==> src/rtl/serial_frame_router_pkg.sv <==
// Shared state encoding and sizing helpers for the serial frame router.
package serial_frame_router_pkg;

  localparam int STATE_W = 3;

  typedef enum logic [STATE_W-1:0] {
    S_IDLE = 3'd0,
    S_ADDR = 3'd1,
    S_LEN  = 3'd2,
    S_DATA = 3'd3,
    S_DONE = 3'd4
  } state_t;

  // Header bit counter must index up to the longer of the two header fields.
  function automatic int cnt_width(input int a, input int b);
    return $clog2(a > b ? a : b) + 1;
  endfunction

endpackage

==> src/rtl/serial_frame_router_if.sv <==
// Bit-stream and per-channel output bundle of the serial frame router.
//   clk_en, start, ser_in        : stimulus side (master drives)
//   out_data, out_valid          : per-channel payload bit / strobe
//   cur_addr, busy, done         : frame status
interface serial_frame_router_if #(parameter int ADDR_W = 2);
  logic                  clk_en;
  logic                  start;
  logic                  ser_in;
  logic [2**ADDR_W-1:0]  out_data;
  logic [2**ADDR_W-1:0]  out_valid;
  logic [ADDR_W-1:0]     cur_addr;
  logic                  busy;
  logic                  done;

  modport master (output clk_en, start, ser_in,
                  input  out_data, out_valid, cur_addr, busy, done);
  modport slave  (input  clk_en, start, ser_in,
                  output out_data, out_valid, cur_addr, busy, done);
endinterface

==> src/rtl/serial_frame_router_shift_reg.sv <==
// MSB-first serial shift-in register with synchronous clear and enable.
//   clk, rst : clock, synchronous active-high reset
//   clr      : synchronous clear (beats en)
//   en       : shift one bit in from din at the LSB
//   q        : register contents
module serial_shift_reg #(parameter int W = 4) (
  input  logic         clk,
  input  logic         rst,
  input  logic         clr,
  input  logic         en,
  input  logic         din,
  output logic [W-1:0] q
);
  always_ff @(posedge clk) begin
    if (rst || clr) q <= '0;
    else if (en)    q <= {q[W-2:0], din};
  end
endmodule

==> src/rtl/serial_frame_router.sv <==
// Serial frame router: after a start pulse, shifts in an ADDR_W-bit channel
// address and a LEN_W-bit length (MSB first), then steers LEN payload bits
// from ser_in onto the addressed output channel and pulses done.
//   clk, rst : clock, synchronous active-high reset
//   bus      : slave side of serial_frame_router_if (bit strobe, start,
//              serial input, per-channel outputs, status)
module serial_frame_router
  import serial_frame_router_pkg::*;
#(
  parameter int ADDR_W = 2,
  parameter int LEN_W  = 4
) (
  input  logic                  clk,
  input  logic                  rst,
  serial_frame_router_if.slave  bus
);
  localparam int NCH   = 2**ADDR_W;
  localparam int CNT_W = cnt_width(ADDR_W, LEN_W);

  state_t            ps;
  logic [CNT_W-1:0]  bit_cnt;
  logic [LEN_W-1:0]  pay_cnt;
  logic [ADDR_W-1:0] addr_reg;
  logic [LEN_W-1:0]  len_reg;
  logic [LEN_W-1:0]  len_full;
  logic              frame_go;

  // Both header registers are cleared on the accepted start so a new frame
  // never inherits bits from the previous one.
  assign frame_go = bus.clk_en && (ps == S_IDLE) && bus.start;
  // Complete length value including the bit arriving this cycle.
  assign len_full = {len_reg[LEN_W-2:0], bus.ser_in};

  serial_shift_reg #(.W(ADDR_W)) u_addr (
    .clk (clk), .rst (rst), .clr (frame_go),
    .en  (bus.clk_en && (ps == S_ADDR)),
    .din (bus.ser_in), .q (addr_reg)
  );

  serial_shift_reg #(.W(LEN_W)) u_len (
    .clk (clk), .rst (rst), .clr (frame_go),
    .en  (bus.clk_en && (ps == S_LEN)),
    .din (bus.ser_in), .q (len_reg)
  );

  always_ff @(posedge clk) begin
    if (rst) begin
      ps      <= S_IDLE;
      bit_cnt <= '0;
      pay_cnt <= '0;
    end else if (bus.clk_en) begin
      case (ps)
        S_IDLE: if (bus.start) begin
          ps      <= S_ADDR;
          bit_cnt <= '0;
        end
        S_ADDR: begin
          if (bit_cnt == CNT_W'(ADDR_W-1)) begin
            ps      <= S_LEN;
            bit_cnt <= '0;
          end else begin
            bit_cnt <= bit_cnt + 1'b1;
          end
        end
        S_LEN: begin
          if (bit_cnt == CNT_W'(LEN_W-1)) begin
            bit_cnt <= '0;
            if (len_full == '0) begin
              ps <= S_DONE;
            end else begin
              ps      <= S_DATA;
              pay_cnt <= len_full;
            end
          end else begin
            bit_cnt <= bit_cnt + 1'b1;
          end
        end
        S_DATA: begin
          // Exit on the last bit; pay_cnt is never zero while in DATA.
          pay_cnt <= pay_cnt - 1'b1;
          if (pay_cnt == LEN_W'(1)) ps <= S_DONE;
        end
        S_DONE:  ps <= S_IDLE;
        default: ps <= S_IDLE;
      endcase
    end
  end

  // Moore status decode; the payload strobe also follows clk_en so a channel
  // only sees a bit on cycles that actually consume one.
  logic [NCH-1:0]    out_data_c, out_valid_c;
  logic [ADDR_W-1:0] cur_addr_c;
  logic              busy_c, done_c;

  always_comb begin
    out_data_c  = '0;
    out_valid_c = '0;
    cur_addr_c  = '0;
    busy_c      = 1'b0;
    done_c      = 1'b0;
    case (ps)
      S_ADDR, S_LEN: busy_c = 1'b1;
      S_DATA: begin
        busy_c                = 1'b1;
        cur_addr_c            = addr_reg;
        out_valid_c[addr_reg] = bus.clk_en;
        out_data_c[addr_reg]  = bus.ser_in;
      end
      S_DONE: begin
        busy_c     = 1'b1;
        done_c     = 1'b1;
        cur_addr_c = addr_reg;
      end
      default: ;
    endcase
  end

  assign bus.out_data  = out_data_c;
  assign bus.out_valid = out_valid_c;
  assign bus.cur_addr  = cur_addr_c;
  assign bus.busy      = busy_c;
  assign bus.done      = done_c;

endmodule

==> src/flat_wrapper.sv <==
// flat-port wrapper written by rule: the top's interface ports become plain ports
module serial_frame_router_flat import serial_frame_router_pkg::*;
#(
  parameter int ADDR_W = 2,
  parameter int LEN_W  = 4
)
  (clk, rst, bus_clk_en, bus_start, bus_ser_in, bus_out_data, bus_out_valid, bus_cur_addr, bus_busy, bus_done);
  serial_frame_router_if #(.ADDR_W(ADDR_W)) bus_i ();
  input  logic clk;
  input  logic rst;
  input wire logic [$bits(bus_i.clk_en)-1:0] bus_clk_en;
  input wire logic [$bits(bus_i.start)-1:0] bus_start;
  input wire logic [$bits(bus_i.ser_in)-1:0] bus_ser_in;
  output wire logic [$bits(bus_i.out_data)-1:0] bus_out_data;
  output wire logic [$bits(bus_i.out_valid)-1:0] bus_out_valid;
  output wire logic [$bits(bus_i.cur_addr)-1:0] bus_cur_addr;
  output wire logic [$bits(bus_i.busy)-1:0] bus_busy;
  output wire logic [$bits(bus_i.done)-1:0] bus_done;
  assign bus_i.clk_en = bus_clk_en;
  assign bus_i.start = bus_start;
  assign bus_i.ser_in = bus_ser_in;
  assign bus_out_data = bus_i.out_data;
  assign bus_out_valid = bus_i.out_valid;
  assign bus_cur_addr = bus_i.cur_addr;
  assign bus_busy = bus_i.busy;
  assign bus_done = bus_i.done;
  serial_frame_router #(.ADDR_W(ADDR_W), .LEN_W(LEN_W)) u_core (.clk(clk), .rst(rst), .bus(bus_i));
endmodule
==> config.mk <==
export PLATFORM = sky130hd
export DESIGN_NAME = serial_frame_router_flat
export DESIGN_NICKNAME = d
export VERILOG_FILES = /design/src/rtl/serial_frame_router_pkg.sv /design/src/rtl/serial_frame_router_if.sv /design/src/rtl/serial_frame_router_shift_reg.sv /design/src/rtl/serial_frame_router.sv /design/src/flat_wrapper.sv
export SDC_FILE = /design/constraint.sdc
export NUM_CORES = 1
export LEC_CHECK = 0
export ABC_AREA = 0
export CORE_ASPECT_RATIO = 0.75
export CORE_UTILIZATION = 59
export CTS_BUF_LIST = sky130_fd_sc_hd__clkbuf_2
export DETAILED_ROUTE_END_ITERATION = 8
export GPL_ROUTABILITY_DRIVEN = 1
export PLACE_DENSITY = 0.87
export SLEW_MARGIN = 25
export SYNTH_ARGS = -nofsm -noshare
export SYNTH_HDL_FRONTEND = slang
export SYNTH_HIERARCHICAL = 1
export SYNTH_SLANG_ARGS = --single-unit
export TNS_END_PERCENT = 100
==> constraint.sdc <==
create_clock -name clk -period 2.8 [get_ports clk]
set_input_delay 0.7 -clock clk [delete_from_list [all_inputs] [get_ports clk]]
set_output_delay 0.7 -clock clk [all_outputs]
set_load 0.02 [all_outputs]
### Yosys cells after proc, flatten, opt, wreduce, memory -nomap -nowiden

Cells that the tools add are included.

| storage, ports and cells | value |
|---|---|
| bits in registers | 15 |
| bits of input ports | 5 |
| output and inout port bits | 12 |
| logic and storage cells | 58 |

| operators by class | value |
|---|---|
| add/sub/neg operators | 2 |
| $lt $le $gt $ge | 2 |
| eq/ne operators | 12 |
| mux-type cells | 20 |
| bitwise gates (word level) | 2 |
| reductions and logical operators | 15 |

Operator list:

| kind | count |
|---|---|
| 3-bit 2-to-1 mux | 8 |
| 4-bit 2-to-1 mux | 4 |
| 3-bit case mux with 4 select lines | 1 |
| 3-bit by 2-bit equality test with 1-bit output, second input constant | 3 |
| 3-bit case mux with 3 select lines | 1 |
| 4-bit AND | 2 |
| 2-bit inequality test, second input constant | 4 |
| 4-bit case mux with 2 select lines | 1 |
| 3-bit by 1-bit equality test with 1-bit output, second input constant | 2 |
| 1-bit logical AND | 5 |
| 5-bit AND reduction | 1 |
| 4-bit by 1-bit equality test with 1-bit output, second input constant | 1 |
| 4-bit logical NOT | 1 |
| 4-bit AND reduction | 1 |
| 4-bit OR reduction | 1 |
| 4-bit by 1-bit subtractor with 4-bit output, second input constant | 1 |
| 3-bit by 1-bit adder with 3-bit output, second input constant | 1 |
| 3-bit equality test, second input constant | 1 |
| 3-bit logical NOT | 1 |
| 2-bit by 3-bit less-than comparator with 1-bit output, second input constant | 1 |
| 1-bit 2-to-1 mux | 3 |
| 3-bit AND reduction | 1 |
| 3-bit nonzero test | 1 |
| 1-bit demux with 2-bit select | 1 |
| 6 further kinds | 6 |

### Longest topological paths before layout

| logic depth | value |
|---|---|
| depth after elaboration | 6 |
| gate-level depth with buffers | 7 |
| depth with buffers taken out | 7 |

### Hierarchy

Netlist, hierarchy kept.

Modules (own cells, without submodules):

| module | times used | cells an instance | area an instance (um^2) | seq. area each (um^2) |
|---|---|---|---|---|
| serial_frame_router | 1 | 113 | 862.1 | 200.2 |
| serial_shift_reg (u_core.u_len) | 1 | 13 | 145.1 | 80.1 |
| serial_shift_reg (u_core.u_addr) | 1 | 6 | 70.1 | 40.0 |

### Worst setup path after synthesis

OpenSTA, ideal clock, no wires.

| path | value |
|---|---|
| path type | register -> output |
| from | reg u_core.ps[1] |
| to | out bus_out_data[0] |
| arrival | 1.434 ns |
| required time | 2.100 ns |
| path slack | 0.666 ns |
| stages on the path, launching flop included | 5 |
| path buffers | 1 |
| cell sequence | dfxtp_1 -> clkbuf_1 -> and3b_1 -> nand2_1 -> nor3_1 |

| between the ends | value |
|---|---|
| word-level cells in the longest chain between the ends | 2 |

Ends and longest elaborated chain:

| item | RTL line | text |
|---|---|---|
| start: declaration | serial_frame_router.sv:20 | `state_t ps;` |
| start signal: assignment | serial_frame_router.sv:48 | `ps <= S_IDLE;` |
| start signal: assignment | serial_frame_router.sv:54 | `ps <= S_ADDR;` |
| start signal: assignment | serial_frame_router.sv:59 | `ps <= S_LEN;` |
| 3-bit by 2-bit equality test with 1-bit output | serial_frame_router.sv:101 | `case (ps)` |
| 4-bit 2-to-1 mux | serial_frame_router.sv:101 |  |
| end: declaration | flat_wrapper.sv:14 | `output wire logic [$bits(bus_i.out_data)-1:0] bus_out_data;` |

No other way between the ends.

### Worst setup path after layout

| path | value |
|---|---|
| from | in bus_clk_en |
| to | out bus_out_valid[1] |

| between the ends | value |
|---|---|
| word-level cells in the longest chain between the ends | 2 |

Ends and longest elaborated chain:

| item | RTL line | text |
|---|---|---|
| start: declaration | flat_wrapper.sv:11 | `input wire logic [$bits(bus_i.clk_en)-1:0] bus_clk_en;` |
| 4-bit AND (no line) | - |  |
| 4-bit 2-to-1 mux | serial_frame_router.sv:101 |  |
| end: declaration | flat_wrapper.sv:15 | `output wire logic [$bits(bus_i.out_valid)-1:0] bus_out_valid;` |

No other way between the ends.

==> flow_summary_export.csv <==
group,metric,value,unit
timing,skew,10.22,ps
min_path,min_to,"u_core/bit_cnt[1]$_SDFFE_PP0P_",
min_path,worstHoldStart,"u_core/bit_cnt[1]$_SDFFE_PP0P_",
pwr,finalPower,410.1,µW
floorplan,ios,17,
timing,setup_tns,0,ps
timing,slew_headroom,75.99,%
setup_path,cp_max_fo,3,
clock_network,cts_buffers,3,
placement,io_buffers,16,
setup_path,cp_top_family,"buffers and inverters",
run,maxCapViolCount,0,
route,first_pass_iters,4,
synth,avgSynthCellArea,8.079,µm²
setup_path,r2r_cells,5,
clock_network,postCtsSetupRepairBufs,0,
timing,whs,504.9,ps
floorplan,coreArea,1562,µm²
timing,finalSetupViolations,0,
synth,netlist_area,1042,µm²
timing,hold_viol_final,0,
timing,fin_crit,2735,ps
global_route,grtUsageTotal,27.82,%
floorplan,die_x,50.53,µm
floorplan,initial_utilization,66.75,%
clock_network,clock_latency,300,ps
clock_network,ctsHoldBuffers,0,
cells_and_area,synthToLayoutAreaGrowth,22.57,%
clock_network,h-tree-depth,1,
outcome,outcome,"complete, no violations",
setup_path,crit_chain,"clkdlybuf4s50_1, nand2_1, nor2_1, clkdlybuf4s50_1",
synth,synthCells,129,
clock_network,numClockSinks,15,
timing,period_share,97.69,%
floorplan,die-area,1940,µm²
setup_path,worstSetupEndpointType,"primary output",
clock_network,clock-root-buffer,"clkbuf_2",
synth,yosys_warnings,6,
clock_network,tritoncts,"yes",
placement,gp_congestion,0.8726,
cells_and_area,drive_above_1_share,9.459,%
placement,place_worst_setup_slack,27.90,ps
pwr,p_leak,0.0005612,µW
route,num_vias,1018,
setup_path,path_class,"in -> out",
timing,slew_violations,0,
timing,rsz0062_at_grt,"no",
min_path,holdPathStages,2,
floorplan,row_count,12,
min_path,hp-class,"reg -> reg",
setup_path,crit_slowest_cell,"clkdlybuf4s50_1",
pwr,cellPowerDensity,321.0,nW/µm²
setup_path,cp_num_buf_inv,2,
synth,syn_nets,140,
placement,hpwl,1815,µm
setup_path,required,2100,ps
floorplan,fp.dieH,38.40,µm
setup_path,timing.rr.end,"u_core/ps[1]$_SDFFE_PP0P_",
route,final_antenna_net_count,0,
route,wl_per_cell,14.60,µm
setup_path,reg2reg_slack,1070,ps
cells_and_area,nets,160,
timing,postLayoutSetupSlackWorst,64.76,ps
clock_network,clk_pin_slew,140,ps
setup_path,timing.rr.start,"u_core/bit_cnt[0]$_SDFFE_PP0P_",
placement,placed_cell_area,1241,µm²
cells_and_area,stdcell_area,1277,µm²
route,drt-total-wl,2468,µm
timing,fmax,365.6,MHz
global_route,antenna_found_initial,0,
cells_and_area,n_antenna_cell,0,
global_route,grt_pass1_vias,840,
clock_network,clk_path_buf_depth,2,
setup_path,startpoint_type,"primary input",
setup_path,path_common_cell,"clkdlybuf4s50_1",
route,drtIter0Drc,41,
route,vias_per_cell,6.024,
setup_path,worstPathArrival,2040,ps
global_route,grt_overflow,0,
setup_path,max_stage_delay,600,ps
timing,worst_pin_slew,351.1,ps
global_route,grt_start_max_net_pins,15,
pwr,vdd_drop_max,0.3881,mV
route,drcViolationCount,0,
global_route,grt_pass1_wl,3788,µm
==> metal layers <==
layer / wire [µm] / track usage [%]
met5: 0 / 0
met4: 36 / 13.19
met3: 200 / 9.127
met2: 1060 / 44.00
met1: 1171 / 34.53
==> placed cells by master (no fill, tap or decap), types with 2 or more instances in the layout <==
cell             count
dfxtp_1             14
nor2_1              11
clkdlybuf4s50_1     10
inv_1               10
nor3_1               9
nand2_1              8
dlymetal6s2s_1       6
mux2i_1              6
ha_1                 6
nand2b_1             5
a21oi_1              5
buf_4                5
and3_1               4
nor2b_1              4
a31oi_1              4
clkbuf_2             3
nand3b_1             3
o41ai_1              3
or3_1                3
o21ai_0              3
and3b_1              2
and2_1               2
a211o_1              2
==> metrics by stage <==
stage | instances | utilization, %
floorplan | 129 | -
global placement | 165 | 79.49
detailed placement | 165 | 79.49
CTS | 169 | 80.85
global route | 169 | 81.81
finish | 169 | 81.81
==> flip-flops by register name (all words and copies together), names as in the netlist <==
register         cells
u_core/u_addr/q      2
u_core/bit_cnt       3
u_core/pay_cnt       4
u_core/ps            3
u_core/u_len/q       3
==> repair_timing <==
item / in CTS / in global routing
resized for setup: 1 / 6
cloned: 0 / 0
endpoints found under the setup margin: 1 / 6
==> worst register-to-register path, cell delays in order, from the launching register on <==
cell and delay (ps):
dfxtp_1 370, ha_1 230, ha_1 300, o22a_1 290
o21a_1 220, o31ai_1 230
==> report_power, final <==
group	internal, µW	switching [µW]
Clock	32.3	73.6
Combinational	34.8	44.5
Sequential	219	6.28
==> worst max path at each step <==
stage | startpoint | to | slack [ps] | depth (start not counted)
3_3_place_gp | bus_clk_en | bus_out_valid[0] | 70 | 4
2_1_floorplan | u_core/ps[1]$_SDFFE_PP0P_ | bus_out_data[0] | 670 | 4
4_1_cts | bus_clk_en | bus_out_valid[0] | 20 | 4
6_report | bus_clk_en | bus_out_valid[1] | 60 | 4
5_1_grt | bus_ser_in | bus_out_data[3] | 10 | 4
3_5_place_dp | bus_clk_en | bus_out_valid[0] | 30 | 4
==> final cells by class <==
class	instances	area (µm²)
multi-input combinational	98	679.4
sequential	15	301.5
fill	103	284.0
timing repair buffer	21	212.7
inverter	10	37.54
tap	21	26.28
clock buffer	3	15.01
clock inverter	1	5.005
(Power assumes the default switching activity.)
